File: src/rtl/csa_pkg.sv
// Parameter derivation and legality helpers for the pipelined carry-select adder.
package csa_pkg;

  // Number of BLK-bit carry-select slices in a WIDTH-bit operand.
  function automatic int unsigned csa_nblk(input int unsigned width, input int unsigned blk);
    return (blk == 0) ? 0 : width / blk;
  endfunction

  // Number of pipeline stages when SEG slices are resolved per stage.
  function automatic int unsigned csa_stages(input int unsigned width, input int unsigned blk,
                                             input int unsigned seg);
    return (seg == 0) ? 0 : csa_nblk(width, blk) / seg;
  endfunction

  // True when the WIDTH/BLK/SEG combination tiles evenly into whole stages.
  function automatic bit csa_params_ok(input int unsigned width, input int unsigned blk,
                                       input int unsigned seg);
    if (width == 0 || blk == 0 || seg == 0) return 1'b0;
    if ((width % blk) != 0) return 1'b0;
    if ((csa_nblk(width, blk) % seg) != 0) return 1'b0;
    return 1'b1;
  endfunction

endpackage

File: src/rtl/csa_block.sv
// One BLK-bit carry-select slice: both carry-in outcomes are precomputed,
// the real carry only steers the output mux.
module csa_block #(
  parameter int unsigned BLK = 4
) (
  input  logic [BLK-1:0] a,
  input  logic [BLK-1:0] b,
  input  logic           ci,
  output logic [BLK-1:0] s,
  output logic           co
);

  logic [BLK-1:0] s0;
  logic [BLK-1:0] s1;
  logic [BLK:0]   c0;
  logic [BLK:0]   c1;

  // Two ripple adders, one assuming carry-in 0 and one assuming carry-in 1.
  always_comb begin
    s0    = '0;
    s1    = '0;
    c0    = '0;
    c1    = '0;
    c0[0] = 1'b0;
    c1[0] = 1'b1;
    for (int i = 0; i < int'(BLK); i++) begin
      s0[i]   = a[i] ^ b[i] ^ c0[i];
      c0[i+1] = (a[i] & b[i]) | (c0[i] & (a[i] ^ b[i]));
      s1[i]   = a[i] ^ b[i] ^ c1[i];
      c1[i+1] = (a[i] & b[i]) | (c1[i] & (a[i] ^ b[i]));
    end
  end

  assign s  = ci ? s1 : s0;
  assign co = ci ? c1[BLK] : c0[BLK];

endmodule

File: src/rtl/csa_pipe_adder.sv
// Pipelined carry-select adder: sum = (a + b + cin) mod 2^WIDTH, cout = true carry.
// Each stage resolves SEG slices of BLK bits using the carry registered by the
// previous stage; unconsumed operand bits ride along in forwarding registers.
// Valid/ready handshake on both sides; bubbles collapse while the output stalls.
// Optional macro CSA_OVF_EN adds the signed-overflow output ovf.
module csa_pipe_adder
  import csa_pkg::*;
#(
  parameter int unsigned WIDTH = 32,
  parameter int unsigned BLK   = 4,
  parameter int unsigned SEG   = 2
) (
  input  logic             clk,
  input  logic             rst_n,
  input  logic             in_valid,
  output logic             in_ready,
  input  logic [WIDTH-1:0] a,
  input  logic [WIDTH-1:0] b,
  input  logic             cin,
  output logic             out_valid,
  input  logic             out_ready,
  output logic [WIDTH-1:0] sum,
  output logic             cout
`ifdef CSA_OVF_EN
  ,
  output logic             ovf
`endif
);

  localparam int unsigned NBLK   = csa_nblk(WIDTH, BLK);
  localparam int unsigned STAGES = NBLK / SEG;
  localparam int unsigned SW     = BLK * SEG;
  localparam int unsigned LAST   = STAGES - 1;

  // Reject parameter sets that do not tile into whole slices and stages.
  if (!csa_params_ok(WIDTH, BLK, SEG)) begin : g_bad_params
    $error("csa_pipe_adder: illegal WIDTH/BLK/SEG combination");
  end

  logic [STAGES-1:0] v_q;
  logic [STAGES-1:0] v_d;
  logic [STAGES-1:0] v_in;
  logic [STAGES-1:0] ld;
  logic [STAGES:0]   rdy;

  // Ready chain from the output back to the input, and per-stage load enables.
  always_comb begin
    rdy         = '0;
    v_in        = '0;
    v_d         = v_q;
    rdy[STAGES] = out_ready;
    for (int k = int'(STAGES) - 1; k >= 0; k--) begin
      rdy[k] = ~v_q[k] | rdy[k+1];
    end
    v_in[0] = in_valid;
    for (int k = 1; k < int'(STAGES); k++) begin
      v_in[k] = v_q[k-1];
    end
    for (int k = 0; k < int'(STAGES); k++) begin
      if (rdy[k]) v_d[k] = v_in[k];
    end
    // Datapath only captures real data, so a stage holds its contents through bubbles.
    ld = rdy[STAGES-1:0] & v_in;
  end

  // Per-stage valid bits.
  always_ff @(posedge clk or negedge rst_n) begin
    if (!rst_n) v_q <= '0;
    else        v_q <= v_d;
  end

  for (genvar s = 0; s < int'(STAGES); s++) begin : g_stg
    localparam int unsigned LO  = s * SW;
    localparam int unsigned REM = WIDTH - LO;

    logic [REM-1:0]     op_a;
    logic [REM-1:0]     op_b;
    logic               op_c;
    wire  [SEG:0]       cc;
    logic [SW-1:0]      slc;
    logic [LO+SW-1:0]   res_d;
    logic [LO+SW-1:0]   res_q;
    logic               c_q;

    // Stage inputs: the primary operands for stage 0, forwarded bits otherwise.
    if (s == 0) begin : g_src
      assign op_a  = a;
      assign op_b  = b;
      assign op_c  = cin;
      assign res_d = slc;
    end else begin : g_src
      assign op_a  = g_stg[s-1].g_fwd.fa_q;
      assign op_b  = g_stg[s-1].g_fwd.fb_q;
      assign op_c  = g_stg[s-1].c_q;
      assign res_d = {slc, g_stg[s-1].res_q};
    end

    assign cc[0] = op_c;

    // Carry ripples slice to slice through the select muxes only.
    for (genvar j = 0; j < int'(SEG); j++) begin : g_slc
      csa_block #(.BLK(BLK)) u_blk (
        .a  (op_a[j*BLK +: BLK]),
        .b  (op_b[j*BLK +: BLK]),
        .ci (cc[j]),
        .s  (slc[j*BLK +: BLK]),
        .co (cc[j+1])
      );
    end

    // Resolved sum bits and the carry out of this stage.
    always_ff @(posedge clk or negedge rst_n) begin
      if (!rst_n) begin
        res_q <= '0;
        c_q   <= 1'b0;
      end else if (ld[s]) begin
        res_q <= res_d;
        c_q   <= cc[SEG];
      end
    end

    // Operand bits still to be resolved by later stages.
    if (REM > SW) begin : g_fwd
      logic [REM-SW-1:0] fa_q;
      logic [REM-SW-1:0] fb_q;

      // Forward the unconsumed upper operand bits.
      always_ff @(posedge clk or negedge rst_n) begin
        if (!rst_n) begin
          fa_q <= '0;
          fb_q <= '0;
        end else if (ld[s]) begin
          fa_q <= op_a[REM-1:SW];
          fb_q <= op_b[REM-1:SW];
        end
      end
    end

`ifdef CSA_OVF_EN
    logic [1:0] sg_in;

    if (s == 0) begin : g_sg_src
      assign sg_in = {a[WIDTH-1], b[WIDTH-1]};
    end else begin : g_sg_src
      assign sg_in = g_stg[s-1].g_sg.sg_q;
    end

    if (s < int'(LAST)) begin : g_sg
      logic [1:0] sg_q;

      // Carry the operand sign bits down to the stage that produces the sum MSB.
      always_ff @(posedge clk or negedge rst_n) begin
        if (!rst_n)      sg_q <= 2'b00;
        else if (ld[s])  sg_q <= sg_in;
      end
    end else begin : g_sg
      logic ovf_q;

      // Signed overflow: like-signed operands whose sum flips sign.
      always_ff @(posedge clk or negedge rst_n) begin
        if (!rst_n)     ovf_q <= 1'b0;
        else if (ld[s]) ovf_q <= (sg_in[1] == sg_in[0]) & (slc[SW-1] != sg_in[1]);
      end
    end
`endif
  end

  assign in_ready  = rdy[0];
  assign out_valid = v_q[LAST];
  assign sum       = g_stg[LAST].res_q;
  assign cout      = g_stg[LAST].c_q;
`ifdef CSA_OVF_EN
  assign ovf       = g_stg[LAST].g_sg.ovf_q;
`endif

endmodule
File: config.mk
export PLATFORM = sky130hd
export DESIGN_NAME = csa_pipe_adder
export DESIGN_NICKNAME = d
export VERILOG_FILES = /design/src/rtl/csa_pkg.sv /design/src/rtl/csa_block.sv /design/src/rtl/csa_pipe_adder.sv
export SDC_FILE = /design/constraint.sdc
export NUM_CORES = 1
export LEC_CHECK = 0
export CAP_MARGIN = 20
export CORE_MARGIN = 5
export CORE_UTILIZATION = 50
export CTS_BUF_LIST = sky130_fd_sc_hd__clkbuf_4
export DETAILED_ROUTE_END_ITERATION = 10
export GPL_TIMING_DRIVEN = 0
export PLACE_DENSITY = 0.85
export SLEW_MARGIN = 30
export SYNTH_ARGS = -nofsm -noshare
export SYNTH_HDL_FRONTEND = slang
export SYNTH_HIERARCHICAL = 1
export SYNTH_SLANG_ARGS = --single-unit
export TNS_END_PERCENT = 5
File: constraint.sdc
create_clock -name clk -period 3.15 [get_ports clk]
set_input_delay 0.315 -clock clk [delete_from_list [all_inputs] [get_ports clk]]
set_output_delay 0.315 -clock clk [all_outputs]
set_load 0.05 [all_outputs]
Word-level counts from Yosys, hierarchy flattened:

Index checks and enable logic that the tools add are counted.
W data, S select, Z words.

* register bits after elaboration: 184
* bits of input ports: 69
* logic and storage cells: 267

* muxes and demuxes: 16
* bitwise logic cells: 233

Operators with widths (number)
* $and A1 B1 Y1: 80
* $xor A1 B1 Y1: 80
* $or A1 B1 Y1: 60
* $mux W4: 8
* $not A1 Y1: 12
* $mux W1: 8
* $and A4 B4 Y4: 1

Depth between registers and ports, before layout:

* depth in word-level cells: 10
* depth in mapped cells: 19
* gate-level depth less buffers: 19

Modules after synthesis:

Netlist, hierarchy kept.

By module, submodules not included
* csa_pipe_adder: instances 1, cells an instance 395, area each 6819.0 sq um
* csa_block (g_stg[0].g_slc[0].u_blk ...): instances 4, cells an instance 19, area each 148.9 sq um
* csa_block (g_stg[2].g_slc[0].u_blk ...): instances 4, cells an instance 19, area each 143.9 sq um

Worst setup path after synthesis:

Ideal clock, no wire load.

* path kind: register -> register
* start point: register g_stg[1].g_fwd.fa_q[0]
* end point: register g_stg[2].res_q[23]
* data arrival time: 3193 ps
* required time: 3025 ps
* path slack: -168 ps
* stages on the path, launching flop included: 19
* period minus slack after synthesis: 3318 ps
* cell sequence: dfrtp_1 -> inv_1 -> ha_1 -> nand2_1 -> o21ai_0 -> fa_1 -> inv_1 -> fa_1 -> inv_1 -> fa_1 -> inv_1 -> o21ai_0 -> fa_1 -> inv_1 -> fa_1 -> inv_1 -> fa_1 -> inv_1 -> mux2_2

* cells in the longest elaborated chain, start to end: 10

RTL lines
* start: declaration: RTL line csa_pipe_adder.sv:124 `logic [REM-SW-1:0] fa_q;`
* start signal: assignment: RTL line csa_pipe_adder.sv:133 `fa_q <= op_a[REM-1:SW];`
* $and A1 B1 Y1 or $xor A1 B1 Y1 (tied branches)
* $or A1 B1 Y1: RTL line csa_block.sv:30 `c1[i+1] = (a[i] & b[i]) | (c1[i] & (a[i] ^ b[i]));`
* $and A1 B1 Y1: RTL line csa_block.sv:30
* $or A1 B1 Y1: RTL line csa_block.sv:30
* $and A1 B1 Y1: RTL line csa_block.sv:30
* $or A1 B1 Y1: RTL line csa_block.sv:30
* $and A1 B1 Y1: RTL line csa_block.sv:30
* $or A1 B1 Y1: RTL line csa_block.sv:30
* $mux W1 *: RTL line csa_block.sv:35 `assign co = ci ? c1[BLK] : c0[BLK];`
* net g_stg[2].cc[1]: RTL line csa_pipe_adder.sv:79 `wire [SEG:0] cc;`
* $mux W4 *: RTL line csa_block.sv:34 `assign s = ci ? s1 : s0;`
* net g_stg[2].res_d[23]: RTL line csa_pipe_adder.sv:81 `logic [LO+SW-1:0] res_d;`
* end signal: assignment: RTL line csa_pipe_adder.sv:117 `res_q <= res_d;`
* end: declaration: RTL line csa_pipe_adder.sv:82 `logic [LO+SW-1:0] res_q;`

Mark *: on every way through the listed nets, which the timed path passes. The rest lies on a longest branch.
A chain may end at the register's enable or synchronous reset.

Worst setup path in the final report:

* start point: register g_stg[0].g_fwd.fa_q[0]
* end point: register g_stg[1].res_q[15]

* cells in the longest elaborated chain, start to end: 10

RTL lines (RTL line)
* start: declaration: csa_pipe_adder.sv:124
* start signal: assignment: csa_pipe_adder.sv:133
* $and A1 B1 Y1 or $xor A1 B1 Y1 (tied branches)
* $or A1 B1 Y1: csa_block.sv:30
* $and A1 B1 Y1: csa_block.sv:30
* $or A1 B1 Y1: csa_block.sv:30
* $and A1 B1 Y1: csa_block.sv:30
* $or A1 B1 Y1: csa_block.sv:30
* $and A1 B1 Y1: csa_block.sv:30
* $or A1 B1 Y1: csa_block.sv:30
* $mux W1 *: csa_block.sv:35
* net g_stg[1].cc[1]: csa_pipe_adder.sv:79
* $mux W4 *: csa_block.sv:34
* net g_stg[1].res_d[15]: csa_pipe_adder.sv:81
* end signal: assignment: csa_pipe_adder.sv:117
* end: declaration: csa_pipe_adder.sv:82

Marked as above.

==> impl_metrics.env <==
export IMPL_synth_edf_count=0
export IMPL_drc_errors=0
export IMPL_setup_viol=6
export IMPL_rows=46
export IMPL_status="finished, violations left"
export IMPL_p_leak_nw=4.43
export IMPL_fin_crit_sh=1.08
export IMPL_io_pins=104
export IMPL_crit_top_cell="inv_1"
export IMPL_core_area_sq_mm=0.0158
export IMPL_die_h_um=136
export IMPL_yosysWarnings=6
export IMPL_vias=4327
export IMPL_yosysMostFrequentCell="dfrtp_1"
export IMPL_die_area_sq_mm=0.0186
export IMPL_hold_viol=0
export IMPL_cts_buffers=17
export IMPL_synthTopCellsByArea="dfrtp_1 58%, mux2_2 21%, fa_1 6.0%"
export IMPL_hold_path_class="primary input to asynchronous set/reset pin"
export IMPL_avgRoutedWirePerCell_um=16.0
export IMPL_worst_setup_path_type="flop to flop"
export IMPL_dieWidth_um=136
export IMPL_rsz0062_at_grt="true"
export IMPL_grt_max_degree=88
export IMPL_max_stage_delay_ns=0.43
export IMPL_routabilityCongestion=0.757
export IMPL_p_per_area_mw_per_mm2=867
export IMPL_clkLatencyLatePin_ns=0.55
export IMPL_syn_area_per_cell_sq_um=14.6
export IMPL_viasPerCell=4.80
export IMPL_grtUsageTotal=0.172
export IMPL_fin_ws_ns=-0.243
export IMPL_port_buffers=103
export IMPL_synthCells=547
export IMPL_synth_area_sq_mm=0.00799
export IMPL_antenna_found_initial=1
export IMPL_drv_slew=0
export IMPL_ys_seq_elements=184
export IMPL_path_clk_slew_ns=0.15
export IMPL_skew_ns=0.0229
export IMPL_place_hpwl_um=10600
export IMPL_seq_area_frac_synth=0.576
export IMPL_drtIter0Drc=160
export IMPL_firstDrtPassIters=4
export IMPL_h_tree_depth=4
export IMPL_startpoint_type="flop"
export IMPL_critPathMaxFanout=3
export IMPL_cp_slowest_cell="dfrtp_1"
export IMPL_syn_nets=656
export IMPL_dp_slack_ns=-0.695
export IMPL_layout_min_cycle_time_ns=3.39
export IMPL_power_mw=8.45
export IMPL_violations="setup timing"
export IMPL_final_nets=781
export IMPL_r2r_slack_ns=-0.24
export IMPL_slew_headroom=0.614
export IMPL_peakVddDrop_v=0.000483
export IMPL_clock_fmax_ghz=0.295
export IMPL_clock_path_buffers=2
export IMPL_yosys_area_top_type="dfrtp_1"
export IMPL_drv_cap=0
export IMPL_antenna_left=0
export IMPL_arrival_ns=3.87
export IMPL_crit_path_end_kind="flop"
export IMPL_synth_distinct_cells=19
export IMPL_cts_root_buffer="clkbuf_4"
export IMPL_yosysTopAreaCellShare=0.576
export IMPL_timing_critical_path_cells="inv_1 > ha_1 > inv_1 > mux2i_1 > fa_2 > inv_1 > fa_1 > inv_1 > fa_2 > inv_2 > mux2i_1 > fa_2 > inv_1 > fa_1 > inv_1 > fa_1 > inv_1 > mux2_2"
export IMPL_grt_pass1_vias=4963
export IMPL_crit_required_ns=3.63
export IMPL_cp_top_family="adder cells"
export IMPL_synthArstFlopShare=1.00
export IMPL_grt_remaining_overflow=0
export IMPL_start_util=0.507
export IMPL_tightest_slew_ns=0.577
export IMPL_cp_num_buf_inv=8
export IMPL_finalWirelength_um=14500
export IMPL_cts_setup_buffers=0
export IMPL_cts_tree="built"
export IMPL_synth_top_flop_cell="dfrtp_1"
export IMPL_cts_sinks=184
export IMPL_grt_pass1_wl_um=24600
export IMPL_tns_ns=-0.853
export IMPL_synthTopCellsByCount="184 x dfrtp_1, 147 x mux2_2, 94 x inv_1"
export IMPL_drive_above_1_share=0.323
export IMPL_areaGrowthSynthToFinish_pct=21.9
-- metrics by stage --
| step | cell area (sq um) | utilization | hold slack [ns] | instances |
|---|---|---|---|---|
| after global placement | 9310 | 0.590 | 0.460 | 866 |
| after floorplan | 8010 | - | 0.0194 | 547 |
| final | 9740 | 0.618 | 0.174 | 902 |
| after global routing | 9740 | 0.618 | 0.108 | 902 |
| after CTS | 9730 | 0.617 | 0.129 | 901 |
| after detailed placement | 9370 | 0.594 | 0.163 | 868 |
-- area by class of cell --
type	instances	area, sq um
Clock buffer	17	128
Multi-Input combinational cell	251	2960
Fill cell	1232	6030
Inverter	94	353
Clock inverter	15	208
Timing Repair Buffer	106	1100
Sequential cell	184	4600
Buffer	18	116
Antenna cell	1	2.50
Tap cell	216	270
-- cell usage in the layout (no fill, tap or decap), types with 2 or more instances in the layout --
| master | n |
|---|---|
| nand2b_1 | 2 |
| mux2_2 | 147 |
| fa_1 | 12 |
| o21ai_2 | 4 |
| mux2i_1 | 3 |
| ha_1 | 16 |
| mux2_1 | 33 |
| clkdlybuf4s50_1 | 101 |
| o21ai_1 | 2 |
| buf_4 | 3 |
| inv_1 | 87 |
| inv_2 | 7 |
| clkbuf_4 | 17 |
| clkinv_4 | 2 |
| clkinv_1 | 4 |
| dfrtp_1 | 184 |
| xor2_1 | 8 |
| buf_2 | 12 |
| buf_16 | 2 |
| nand2_1 | 8 |
| fa_2 | 12 |
| clkinvlp_4 | 2 |
| clkinv_2 | 2 |
| buf_6 | 3 |
| bufinv_16 | 5 |
-- final timing paths --
kind | startpoint | to | depth (start not counted)
setup / recovery | g_stg[0].g_fwd.fa_q[0]$_DFFE_PN0P_ | g_stg[1].res_q[15]$_DFFE_PN0P_ | 18
hold / removal | rst_n | sum[21]$_DFFE_PN0P_ | 2
setup reg to reg | g_stg[0].g_fwd.fa_q[0]$_DFFE_PN0P_ | g_stg[1].res_q[15]$_DFFE_PN0P_ | 18
hold reg to reg | v_q[0]$_DFFE_PN0P_ | v_q[1]$_DFFE_PN0P_ | 2
max in group asynchronous | rst_n | g_stg[0].res_q[6]$_DFFE_PN0P_ | 3
min in group clk | a[23] | g_stg[0].g_fwd.fa_q[15]$_DFFE_PN0P_ | 2
-- power breakdown --
part           internal (mW)  switching, mW
Sequential              3.19          0.486
Combinational           1.55           1.74
Clock                  0.699          0.772
-- flip-flops by register name, summed over array words and instances, names as in the netlist --
| register | cells |
|---|---|
| g_stg.res_q | 48 |
| sum | 32 |
| g_stg.g_fwd.fa_q | 48 |
| v_q | 4 |
| g_stg.g_fwd.fb_q | 48 |
| g_stg.c_q | 3 |
| cout | 1 |
-- cells by family after synthesis --
logic type,Yosys count,synth area share
AOI/OAI and AO/OA,7,0.00517
xor gates and xnor gates,8,0.00877
adders and majority gates,40,0.0852
buffers and inverters,112,0.0587
DFF,184,0.576
muxes,184,0.259
and+or+nand+nor,12,0.00720
-- per-layer routing --
metal	up-vias	share of wire	wire length [um]	track usage
met3	9	0.046	662	0.0514
met1	2226	0.42	6150	0.218
li1	2023	-	-	-
met4	0	0.0080	115	0.0336
met2	69	0.52	7540	0.297
met5	-	0	0	0
-- timing repair --
| item | CTS | global route |
|---|---|---|
| hold buffers | 1 | 0 |
| resized for setup | 7 | 6 |
| setup endpoints to repair | 7 | 10 |
| hold endpoints to repair | 184 | 0 |
Power figures use the tool's default switching activity.
